File: config.mk
export PLATFORM = sky130hd
export DESIGN_NAME = video_scanout_flat
export DESIGN_NICKNAME = d
export VERILOG_FILES = /design/src/rtl/video_scanout_if.sv /design/src/rtl/video_scanout.sv /design/src/flat_wrapper.sv
export SDC_FILE = /design/constraint.sdc
export NUM_CORES = 1
export LEC_CHECK = 0
export BUFFER_PORTS_ARGS = -buffer_cell sky130_fd_sc_hd__buf_2
export CAP_MARGIN = 20
export CORE_UTILIZATION = 30
export DETAILED_ROUTE_END_ITERATION = 12
export GPL_TIMING_DRIVEN = 0
export PLACE_DENSITY = 0.54
export SYNTH_ARGS = -nofsm -noshare
export SYNTH_HDL_FRONTEND = slang
export SYNTH_SLANG_ARGS = --single-unit
File: constraint.sdc
create_clock -name clk -period 1.8 [get_ports clk]
set_input_delay 0 -clock clk [delete_from_list [all_inputs] [get_ports clk]]
set_output_delay 0 -clock clk [all_outputs]
set_load 0.01 [all_outputs]
File: src/rtl/video_scanout_if.sv
// video_scanout_if: RAM read port plus video-encoder output bundle.
// master: the scanout engine (drives address, pixels, syncs).
// slave : the RAM/encoder side (returns read data, consumes video).
interface video_scanout_if;
    logic [9:0]  read_ad;
    logic        read_wre;
    logic [17:0] read_data;
    logic [17:0] rgb;
    logic        de;
    logic        hsync;
    logic        vsync;
    logic        frame_start;

    modport master (
        output read_ad, read_wre, rgb, de, hsync, vsync, frame_start,
        input  read_data
    );

    modport slave (
        input  read_ad, read_wre, rgb, de, hsync, vsync, frame_start,
        output read_data
    );
endinterface

File: src/rtl/video_scanout.sv
// video_scanout: VGA-style raster generator. Walks a 32x32 cell map held in
// a 1024x18 video RAM and paints every cell as a solid CELL_W x CELL_H block
// of RGB666. All outputs are registered and share a two-clock latency from
// the stage-0 counters.
// Optional feature macro: VIDEO_SCANOUT_BORDER_EN draws a one-pixel frame
// in BORDER_COLOR around the active area.
module video_scanout #(
    parameter int          H_ACTIVE     = 640,
    parameter int          H_FP         = 16,
    parameter int          H_SYNC       = 96,
    parameter int          H_BP         = 48,
    parameter int          V_ACTIVE     = 480,
    parameter int          V_FP         = 10,
    parameter int          V_SYNC       = 2,
    parameter int          V_BP         = 33,
    parameter int          CELL_W       = 20,
    parameter int          CELL_H       = 15,
    parameter logic        SYNC_POL     = 1'b0,
    parameter logic [17:0] BORDER_COLOR = 18'h3FFFF
) (
    input logic             clk,
    input logic             reset,
    video_scanout_if.master bus
);

    localparam int H_TOTAL = H_ACTIVE + H_FP + H_SYNC + H_BP;
    localparam int V_TOTAL = V_ACTIVE + V_FP + V_SYNC + V_BP;
    localparam int HW      = $clog2(H_TOTAL);
    localparam int VW      = $clog2(V_TOTAL);
    localparam int SXW     = (CELL_W > 1) ? $clog2(CELL_W) : 1;
    localparam int SYW     = (CELL_H > 1) ? $clog2(CELL_H) : 1;

    localparam logic [HW-1:0]  H_LAST     = HW'(H_TOTAL - 1);
    localparam logic [HW-1:0]  H_ACT_END  = HW'(H_ACTIVE);
    localparam logic [HW-1:0]  H_SYNC_BEG = HW'(H_ACTIVE + H_FP);
    localparam logic [HW-1:0]  H_SYNC_END = HW'(H_ACTIVE + H_FP + H_SYNC);
    localparam logic [VW-1:0]  V_LAST     = VW'(V_TOTAL - 1);
    localparam logic [VW-1:0]  V_ACT_END  = VW'(V_ACTIVE);
    localparam logic [VW-1:0]  V_SYNC_BEG = VW'(V_ACTIVE + V_FP);
    localparam logic [VW-1:0]  V_SYNC_END = VW'(V_ACTIVE + V_FP + V_SYNC);
    localparam logic [SXW-1:0] SX_LAST    = SXW'(CELL_W - 1);
    localparam logic [SYW-1:0] SY_LAST    = SYW'(CELL_H - 1);
    localparam logic [4:0]     CELL_MAX   = 5'd31;

    // stage 0: raster counters and cell indices
    logic [HW-1:0]  h_cnt_p0;
    logic [VW-1:0]  v_cnt_p0;
    logic [SXW-1:0] sub_x_p0;
    logic [SYW-1:0] sub_y_p0;
    logic [4:0]     col_p0;
    logic [4:0]     row_p0;
    logic           h_wrap;
    logic           v_wrap;
    logic           h_act;
    logic           v_act;
    logic           vld_p0;
    logic           hs_p0;
    logic           vs_p0;
    logic           fs_p0;

    // stage 1: flags aligned with the RAM read data
    logic           vld_p1;
    logic           hs_p1;
    logic           vs_p1;
    logic           fs_p1;
    logic [17:0]    pix_p1;

    // stage 2: output pins
    logic [17:0]    rgb_p2;
    logic           de_p2;
    logic           hsync_p2;
    logic           vsync_p2;
    logic           fs_p2;

    // Decode wrap points, active window and sync windows from the counters.
    always_comb begin
        h_wrap = (h_cnt_p0 == H_LAST);
        v_wrap = (v_cnt_p0 == V_LAST);
        h_act  = (h_cnt_p0 < H_ACT_END);
        v_act  = (v_cnt_p0 < V_ACT_END);
        vld_p0 = h_act && v_act;
        hs_p0  = (h_cnt_p0 >= H_SYNC_BEG) && (h_cnt_p0 < H_SYNC_END);
        vs_p0  = (v_cnt_p0 >= V_SYNC_BEG) && (v_cnt_p0 < V_SYNC_END);
        fs_p0  = (h_cnt_p0 == '0) && (v_cnt_p0 == '0);
    end

    // Raster counters plus cell sub-counters; cells are tracked by counting
    // pixels/lines within a cell rather than dividing the raster position.
    always_ff @(posedge clk) begin
        if (!reset) begin
            h_cnt_p0 <= '0;
            v_cnt_p0 <= '0;
            sub_x_p0 <= '0;
            col_p0   <= '0;
            sub_y_p0 <= '0;
            row_p0   <= '0;
        end else begin
            h_cnt_p0 <= h_wrap ? '0 : h_cnt_p0 + 1'b1;
            if (h_wrap) begin
                v_cnt_p0 <= v_wrap ? '0 : v_cnt_p0 + 1'b1;
            end

            if (h_wrap) begin
                sub_x_p0 <= '0;
                col_p0   <= '0;
            end else if (h_act) begin
                if (sub_x_p0 == SX_LAST) begin
                    sub_x_p0 <= '0;
                    if (col_p0 != CELL_MAX) begin
                        col_p0 <= col_p0 + 1'b1;
                    end
                end else begin
                    sub_x_p0 <= sub_x_p0 + 1'b1;
                end
            end

            if (h_wrap) begin
                if (v_wrap) begin
                    sub_y_p0 <= '0;
                    row_p0   <= '0;
                end else if (v_act) begin
                    if (sub_y_p0 == SY_LAST) begin
                        sub_y_p0 <= '0;
                        if (row_p0 != CELL_MAX) begin
                            row_p0 <= row_p0 + 1'b1;
                        end
                    end else begin
                        sub_y_p0 <= sub_y_p0 + 1'b1;
                    end
                end
            end
        end
    end

    // The RAM registers this address itself, so it leaves straight from stage 0.
    assign bus.read_ad  = {row_p0, col_p0};
    assign bus.read_wre = 1'b0;

    // stage 0 -> stage 1
    // Delay the timing flags one clock so they line up with read_data.
    always_ff @(posedge clk) begin
        if (!reset) begin
            vld_p1 <= 1'b0;
            hs_p1  <= 1'b0;
            vs_p1  <= 1'b0;
            fs_p1  <= 1'b0;
        end else begin
            vld_p1 <= vld_p0;
            hs_p1  <= hs_p0;
            vs_p1  <= vs_p0;
            fs_p1  <= fs_p0;
        end
    end

`ifdef VIDEO_SCANOUT_BORDER_EN
    localparam logic [HW-1:0] H_EDGE = HW'(H_ACTIVE - 1);
    localparam logic [VW-1:0] V_EDGE = VW'(V_ACTIVE - 1);

    logic bdr_p0;
    logic bdr_p1;

    assign bdr_p0 = vld_p0 && ((h_cnt_p0 == '0) || (h_cnt_p0 == H_EDGE) ||
                               (v_cnt_p0 == '0) || (v_cnt_p0 == V_EDGE));

    // Carry the border flag alongside the other stage-1 flags.
    always_ff @(posedge clk) begin
        if (!reset) begin
            bdr_p1 <= 1'b0;
        end else begin
            bdr_p1 <= bdr_p0;
        end
    end

    assign pix_p1 = bdr_p1 ? BORDER_COLOR : bus.read_data;
`else
    // Border colour has no consumer in this build.
    logic unused_border;
    assign unused_border = ^BORDER_COLOR;
    assign pix_p1        = bus.read_data;
`endif

    // stage 1 -> stage 2
    // Register pins: blank rgb outside active video and apply sync polarity.
    always_ff @(posedge clk) begin
        if (!reset) begin
            rgb_p2   <= '0;
            de_p2    <= 1'b0;
            hsync_p2 <= ~SYNC_POL;
            vsync_p2 <= ~SYNC_POL;
            fs_p2    <= 1'b0;
        end else begin
            rgb_p2   <= vld_p1 ? pix_p1 : '0;
            de_p2    <= vld_p1;
            hsync_p2 <= hs_p1 ? SYNC_POL : ~SYNC_POL;
            vsync_p2 <= vs_p1 ? SYNC_POL : ~SYNC_POL;
            fs_p2    <= fs_p1;
        end
    end

    assign bus.rgb         = rgb_p2;
    assign bus.de          = de_p2;
    assign bus.hsync       = hsync_p2;
    assign bus.vsync       = vsync_p2;
    assign bus.frame_start = fs_p2;

endmodule

File: src/flat_wrapper.sv
// flat-port wrapper written by rule: the top's interface ports become plain ports
module video_scanout_flat 
#(
    parameter int          H_ACTIVE     = 640,
    parameter int          H_FP         = 16,
    parameter int          H_SYNC       = 96,
    parameter int          H_BP         = 48,
    parameter int          V_ACTIVE     = 480,
    parameter int          V_FP         = 10,
    parameter int          V_SYNC       = 2,
    parameter int          V_BP         = 33,
    parameter int          CELL_W       = 20,
    parameter int          CELL_H       = 15,
    parameter logic        SYNC_POL     = 1'b0,
    parameter logic [17:0] BORDER_COLOR = 18'h3FFFF
)
  (clk, reset, bus_read_ad, bus_read_wre, bus_rgb, bus_de, bus_hsync, bus_vsync, bus_frame_start, bus_read_data);
  video_scanout_if bus_i ();
  input logic clk;
  input logic reset;
  output wire logic [$bits(bus_i.read_ad)-1:0] bus_read_ad;
  output wire logic [$bits(bus_i.read_wre)-1:0] bus_read_wre;
  output wire logic [$bits(bus_i.rgb)-1:0] bus_rgb;
  output wire logic [$bits(bus_i.de)-1:0] bus_de;
  output wire logic [$bits(bus_i.hsync)-1:0] bus_hsync;
  output wire logic [$bits(bus_i.vsync)-1:0] bus_vsync;
  output wire logic [$bits(bus_i.frame_start)-1:0] bus_frame_start;
  input wire logic [$bits(bus_i.read_data)-1:0] bus_read_data;
  assign bus_read_ad = bus_i.read_ad;
  assign bus_read_wre = bus_i.read_wre;
  assign bus_rgb = bus_i.rgb;
  assign bus_de = bus_i.de;
  assign bus_hsync = bus_i.hsync;
  assign bus_vsync = bus_i.vsync;
  assign bus_frame_start = bus_i.frame_start;
  assign bus_i.read_data = bus_read_data;
  video_scanout #(.H_ACTIVE(H_ACTIVE), .H_FP(H_FP), .H_SYNC(H_SYNC), .H_BP(H_BP), .V_ACTIVE(V_ACTIVE), .V_FP(V_FP), .V_SYNC(V_SYNC), .V_BP(V_BP), .CELL_W(CELL_W), .CELL_H(CELL_H), .SYNC_POL(SYNC_POL), .BORDER_COLOR(BORDER_COLOR)) u_core (.clk(clk), .reset(reset), .bus(bus_i));
endmodule
# Word-level counts from Yosys, hierarchy flattened
# Cells that the tools add are included.
dict set report totals {
  reg_bits 65
  in_bits 20
  out_inout_bits 33
  wordCells 59
}
dict set report op_classes {
  add_sub_neg 6
  order_cmp 6
  n_eq_ne 6
  mux 11
  bitwise_logic 1
  reduce_logical 14
}
# cell count
set ops {}
lappend ops {{two-way mux 5 bit} 5}
lappend ops {{adder 10 x 1 -> 10 bit, second input constant} 2}
lappend ops {{== test 10 bit, second input constant} 2}
lappend ops {{logical NOT 10 bit} 2}
lappend ops {{< comparator 10 bit, second input constant} 2}
lappend ops {{< comparator 10 x 9 -> 1 bit, second input constant} 2}
lappend ops {{adder 5 x 1 -> 5 bit, second input constant} 3}
lappend ops {{two-way mux 4 bit} 3}
lappend ops {{greater-or-equal comparator 10 bit, second input constant} 1}
lappend ops {{greater-or-equal comparator 10 x 9 -> 1 bit, second input constant} 1}
lappend ops {{two-way mux 10 bit} 1}
lappend ops {{!= test 5 bit, second input constant} 2}
lappend ops {{nonzero test 2 bit} 3}
lappend ops {{== test 5 bit, second input constant} 1}
lappend ops {{adder 4 x 1 -> 4 bit, second input constant} 1}
lappend ops {{== test 4 bit, second input constant} 1}
lappend ops {{logical AND 1 bit} 4}
lappend ops {{AND reduction 2 bit} 2}
lappend ops {{AND reduction 4 bit} 1}
lappend ops {{AND reduction 3 bit} 1}
lappend ops {{two-way mux 1 bit} 2}
lappend ops {{OR reduction 2 bit} 1}
lappend ops {{inverter 1 bit} 1}

# Longest topological paths before layout
dict set report logic_depth {
  depth_word 5
  ltp_mapped 8
}

# Least setup slack after synthesis
# OpenSTA, ideal clock, no wires.
dict set report synth_path {
  path_type {register -> register}
  from {register u_core.row_p0[0]}
  to {register u_core.row_p0[3]}
  t_arrival_ns 1.791
  t_required_ns 1.725
  setup_slack_ns -0.066
  stages_incl_launch_ff 8
  n_path_buf 0
  period_less_slack_ns 1.866
  path_cell_list {dfxtp_1 -> ha_1 -> and3_1 -> ha_1 -> nand4b_1 -> or3_1 -> or3_1 -> o22ai_1}
}
dict set report synth_between {
  elab_chain_len 5
  word_cells_on_any_way 8
  cone_classes {add/sub: 1; eq/ne: 1; mux: 4; reduce/logical: 2}
}
# item line_no
set synth_lines {}
lappend synth_lines {{start, declared} video_scanout.sv:51} ;# logic [4:0] row_p0;
lappend synth_lines {{start signal, assigned} video_scanout.sv:125} ;# row_p0 <= row_p0 + 1'b1;
lappend synth_lines {{adder 5 x 1 -> 5 bit} video_scanout.sv:125}
lappend synth_lines {{two-way mux 5 bit} video_scanout.sv:124} ;# if (row_p0 != CELL_MAX) begin
lappend synth_lines {{two-way mux 5 bit} video_scanout.sv:122} ;# if (sub_y_p0 == SY_LAST) begin
lappend synth_lines {{two-way mux 5 bit} video_scanout.sv:121} ;# end else if (v_act) begin
lappend synth_lines {{two-way mux 5 bit} video_scanout.sv:118} ;# if (v_wrap) begin
# Parallel ways exist; a longest one is shown, timed or not. The select of a mux whose other input is x is not followed.
# A chain may end at the register's enable or synchronous reset.

# Worst setup path in the final report
# Same ends and word-level chain as after synthesis.

==> impl_metrics.tcl <==
set metrics [dict create \
    status "finished, violations left" \
    violations "DRC, setup timing" \
    p_int_mw 2.214 \
    synth_area_sq_mm 0.002769 \
    die_area_sq_mm 0.009618 \
    power.density_mw_per_mm2 791.6 \
    synth_top_family_by_area "simple AND/OR/NAND/NOR gates" \
    fmax_mhz 533.5 \
    post-route-period-util_pct 104.1 \
    grt_pass1_vias 2312 \
    final_nets 413 \
    syn_area_per_cell_sq_um 9.261 \
    cts-htree-levels 3 \
    gr-total-overflow 0 \
    reg2reg_slack_ns -0.07 \
    rows 34 \
    drcViolationCount 10 \
    ys_types 49 \
    start_kind "register" \
    cts_tree "yes" \
    syn2layout_area_growth_pct 33.57 \
    finalSetupViolCount 1 \
    period_needed_ns 1.874 \
    die_h_um 98.07 \
    wl_um 6562 \
    wl_per_cell_um 13.26 \
    clock-sinks 65 \
    synthFlopType "dfxtp_1" \
    min_path_type "in -> reg" \
    synth-simple-area-share_pct 28.38 \
    path_cells "ha_4 > and3_4 > ha_4 > nand4b_1 > or3_1 > or3_1 > o22ai_1" \
    gp_congestion 0.7371 \
    cts_buffer_depth 2 \
    synth_compound_area_share_pct 8.857 \
    drt_iter0_markers 114 \
    synth_adder_area_share_pct 4.971 \
    numCtsBuffers 9 \
    crit_path_max_incr_delay_ns 0.34 \
    crit_path_end_kind "register" \
    dp_hpwl_um 4331 \
    route.vias.total 2426 \
    cp.arrival_ns 2.14 \
    drive_above_1_share_pct 26.36 \
    critPathSlowestCell "dfxtp_2" \
    fin_skew_ns 0.009349 \
    clkLatencyLatePin_ns 0.33 \
    grt_max_degree 14 \
    grt_pass1_wl_um 10980 \
    p_sw_share_pct 24.37 \
    yosys.area_share.xor_xnor_pct 4.745 \
    ys_ff_latch 65 \
    dp_cells 458 \
    diodes 0 \
    fin_ws_ns -0.07438 \
    hold_viol 0 \
    antenna_found_initial 0 \
    seq_power_share_pct 51.0 \
    vdd_drop_max_v 0.0003311 \
    max-cap-violations 0 \
    io_pins 53 \
    switching_power_uw 713.4 \
    final_cell_area_sq_mm 0.003699 \
    path_class "reg -> reg" \
    crit_buf_inv 0 \
    track_usage_pct 14.17 \
    ys_seq_area_share_pct 47.00 \
    cts.reportedPaths.clkPinSlew_ns 0.08 \
    crit_fanout 3 \
    firstDrtPassIters 8 \
    core_area_sq_mm 0.008848 \
    rsz0062_at_grt "yes" \
    syn_nets 330 \
    dieWidth_um 98.07 \
    vias_per_cell 4.901 \
    pwr-share-clk_pct 43.1 \
    comb_power_share_pct 5.9 \
    fin_cells 495 \
    power_mw 2.928 \
    start_util_pct 31.29 \
    place_ws_ns -0.2952 \
    ys_async_sr_fraction_pct 0 \
    placed_area_sq_mm 0.003162 \
    worst_ep_required_time_ns 2.07 \
    slew_headroom_pct 62.12 \
    synth_edf_count 0 \
    drv_slew 0 \
    syn_inst 299 \
    yosys_warnings 0 \
    cts-root-buf "clkbuf_8" \
    worstMarginPinSlew_ns 0.5682 \
    leakagePower_nw 1.533 \
    port_buffers 51 \
    critPathTopFamily "simple AND/OR/NAND/NOR gates" \
    final_antenna_net_count 0 \
    synth.area.mux_share_pct 1.446 \
]
==> timing repair <==
action                     in CTS  in global routing
setup endpoints to repair      33                 12
hold endpoints to repair       19                  0
hold buffers                   19                  0
pin swaps                       2                  1
setup buffers                   3                  3
resized for setup              24                 11
==> registers in the layout, indices dropped and copies added (netlist names) <==
| signal | count |
|---|---|
| u_core.bus.de | 1 |
| u_core.bus.frame_start | 1 |
| u_core.bus.hsync | 1 |
| u_core.bus.rgb | 18 |
| u_core.bus.vsync | 1 |
| u_core.col_p0 | 5 |
| u_core.fs_p1 | 1 |
| u_core.h_cnt_p0 | 10 |
| u_core.hs_p1 | 1 |
| u_core.row_p0 | 5 |
| u_core.sub_x_p0 | 5 |
| u_core.sub_y_p0 | 4 |
| u_core.v_cnt_p0 | 10 |
| u_core.vld_p1 | 1 |
| u_core.vs_p1 | 1 |
==> final cells by class <==
cell class                 count  area (sq um)
sequential                    65          1311
timing repair buffer          76         490.5
fill                         883          5150
clock inverter                 7         77.57
multi-input combinational    208          1430
clock buffer                   9         123.9
tap                          108         135.1
inverter                       7         26.28
buffer                        15         103.9
==> path summary, 6_finish.rpt <==
check,to,from,cells after the start
worst max-delay path,u_core.row_p0[3]$_SDFFE_PN0P_,u_core.row_p0[0]$_SDFFE_PN0P_,7
worst min-delay path,u_core.vs_p1$_SDFF_PN0_,reset,3
worst max register to register,u_core.row_p0[3]$_SDFFE_PN0P_,u_core.row_p0[0]$_SDFFE_PN0P_,7
worst min register to register,u_core.bus.vsync$_SDFF_PN1_,u_core.vs_p1$_SDFF_PN0_,1
==> cells in the final DEF (no fill, tap or decap), types with 5 or more instances in the layout <==
cell | synthesis | routed
nor3_1 | 7 | 6
xnor2_1 | 8 | 8
xor2_1 | 7 | 7
o22ai_1 | 6 | 6
clkbuf_8 | 0 | 9
dfxtp_1 | 65 | 61
clkbuf_1 | 12 | 6
inv_1 | 7 | 7
dlygate4sd3_1 | 0 | 19
nand4_1 | 12 | 12
buf_2 | 2 | 53
and3_1 | 27 | 25
ha_1 | 11 | 8
nand3_1 | 8 | 8
or3_1 | 5 | 5
a21oi_1 | 13 | 10
nand2_1 | 21 | 20
buf_4 | 2 | 9
nor2_1 | 27 | 27
==> power by group through the flow <==
stage	registers, mW	logic [mW]	clock network [mW]
2_1_floorplan	1.53	0.0641	0
6_report	1.49	0.173	1.26
5_1_grt	1.50	0.192	1.35
4_1_cts	1.49	0.170	1.31
3_3_place_gp	1.52	0.132	0
3_5_place_dp	1.52	0.133	0
==> synth_stat cells (all sizes together) (2+ instances only) <==
master | n | area, sq um
dfxtp | 65 | 1301
clkbuf | 13 | 50.04
nand3 | 9 | 50.05
nand2b | 4 | 25.02
ha | 11 | 137.6
inv | 7 | 26.28
nor4b | 4 | 50.05
nand4 | 12 | 75.07
o31ai | 3 | 22.52
o22ai | 6 | 37.54
buf | 6 | 47.54
xnor2 | 8 | 70.07
a31oi | 2 | 12.51
nor4 | 4 | 25.02
xor2 | 7 | 61.31
and3 | 27 | 168.9
mux2i | 4 | 40.04
nor3 | 7 | 35.03
and2 | 2 | 12.51
or4 | 5 | 37.54
o21ai | 6 | 30.02
nand2 | 21 | 78.83
a21oi | 13 | 65.06
or3 | 5 | 31.28
nor2 | 27 | 101.4
nand4b | 4 | 35.03
==> routing by layer <==
metal  global-route usage (%)  vias up  wire length (um)
met1                    18.23     1123              3269
met5                        0        -                 0
met4                    6.527        0                46
met2                    23.08       58              2958
li1                         -     1241                 -
met3                    2.505        4               288
==> cells by family (layout without fill, tap and decap cells) <==
family | count (synthesis) | count (layout)
other cells | 1 | 1
buf+inv | 26 | 114
mux | 4 | 4
compound gates | 39 | 39
flops | 65 | 65
xor+xnor | 15 | 15
fa+ha+maj | 11 | 11
simple gates | 138 | 138
==> through the flow <==
| step | utilization [%] | setup TNS [ns] | hold slack [ns] |
|---|---|---|---|
| after CTS | 41.43 | -0.04590 | 0.04091 |
| after detailed placement | 35.73 | -6.136 | 0.2431 |
| after floorplan | - | -0.03584 | 0.1592 |
| after global routing | 41.80 | -0.1978 | 0.05107 |
| after global placement | 35.73 | -6.067 | 0.2394 |
| final | 41.80 | -0.07438 | 0.04981 |
==> worst reg2reg max path: cells and delay by family, from the launching register on <==
family	cells	cell delay (ns)
AOI/OAI and AO/OA	1	0.14
DFF	1	0.34
adders and majority gates	2	0.31
and+or+nand+nor	4	1.01
Note: power is estimated with default switching activity, not from simulation.
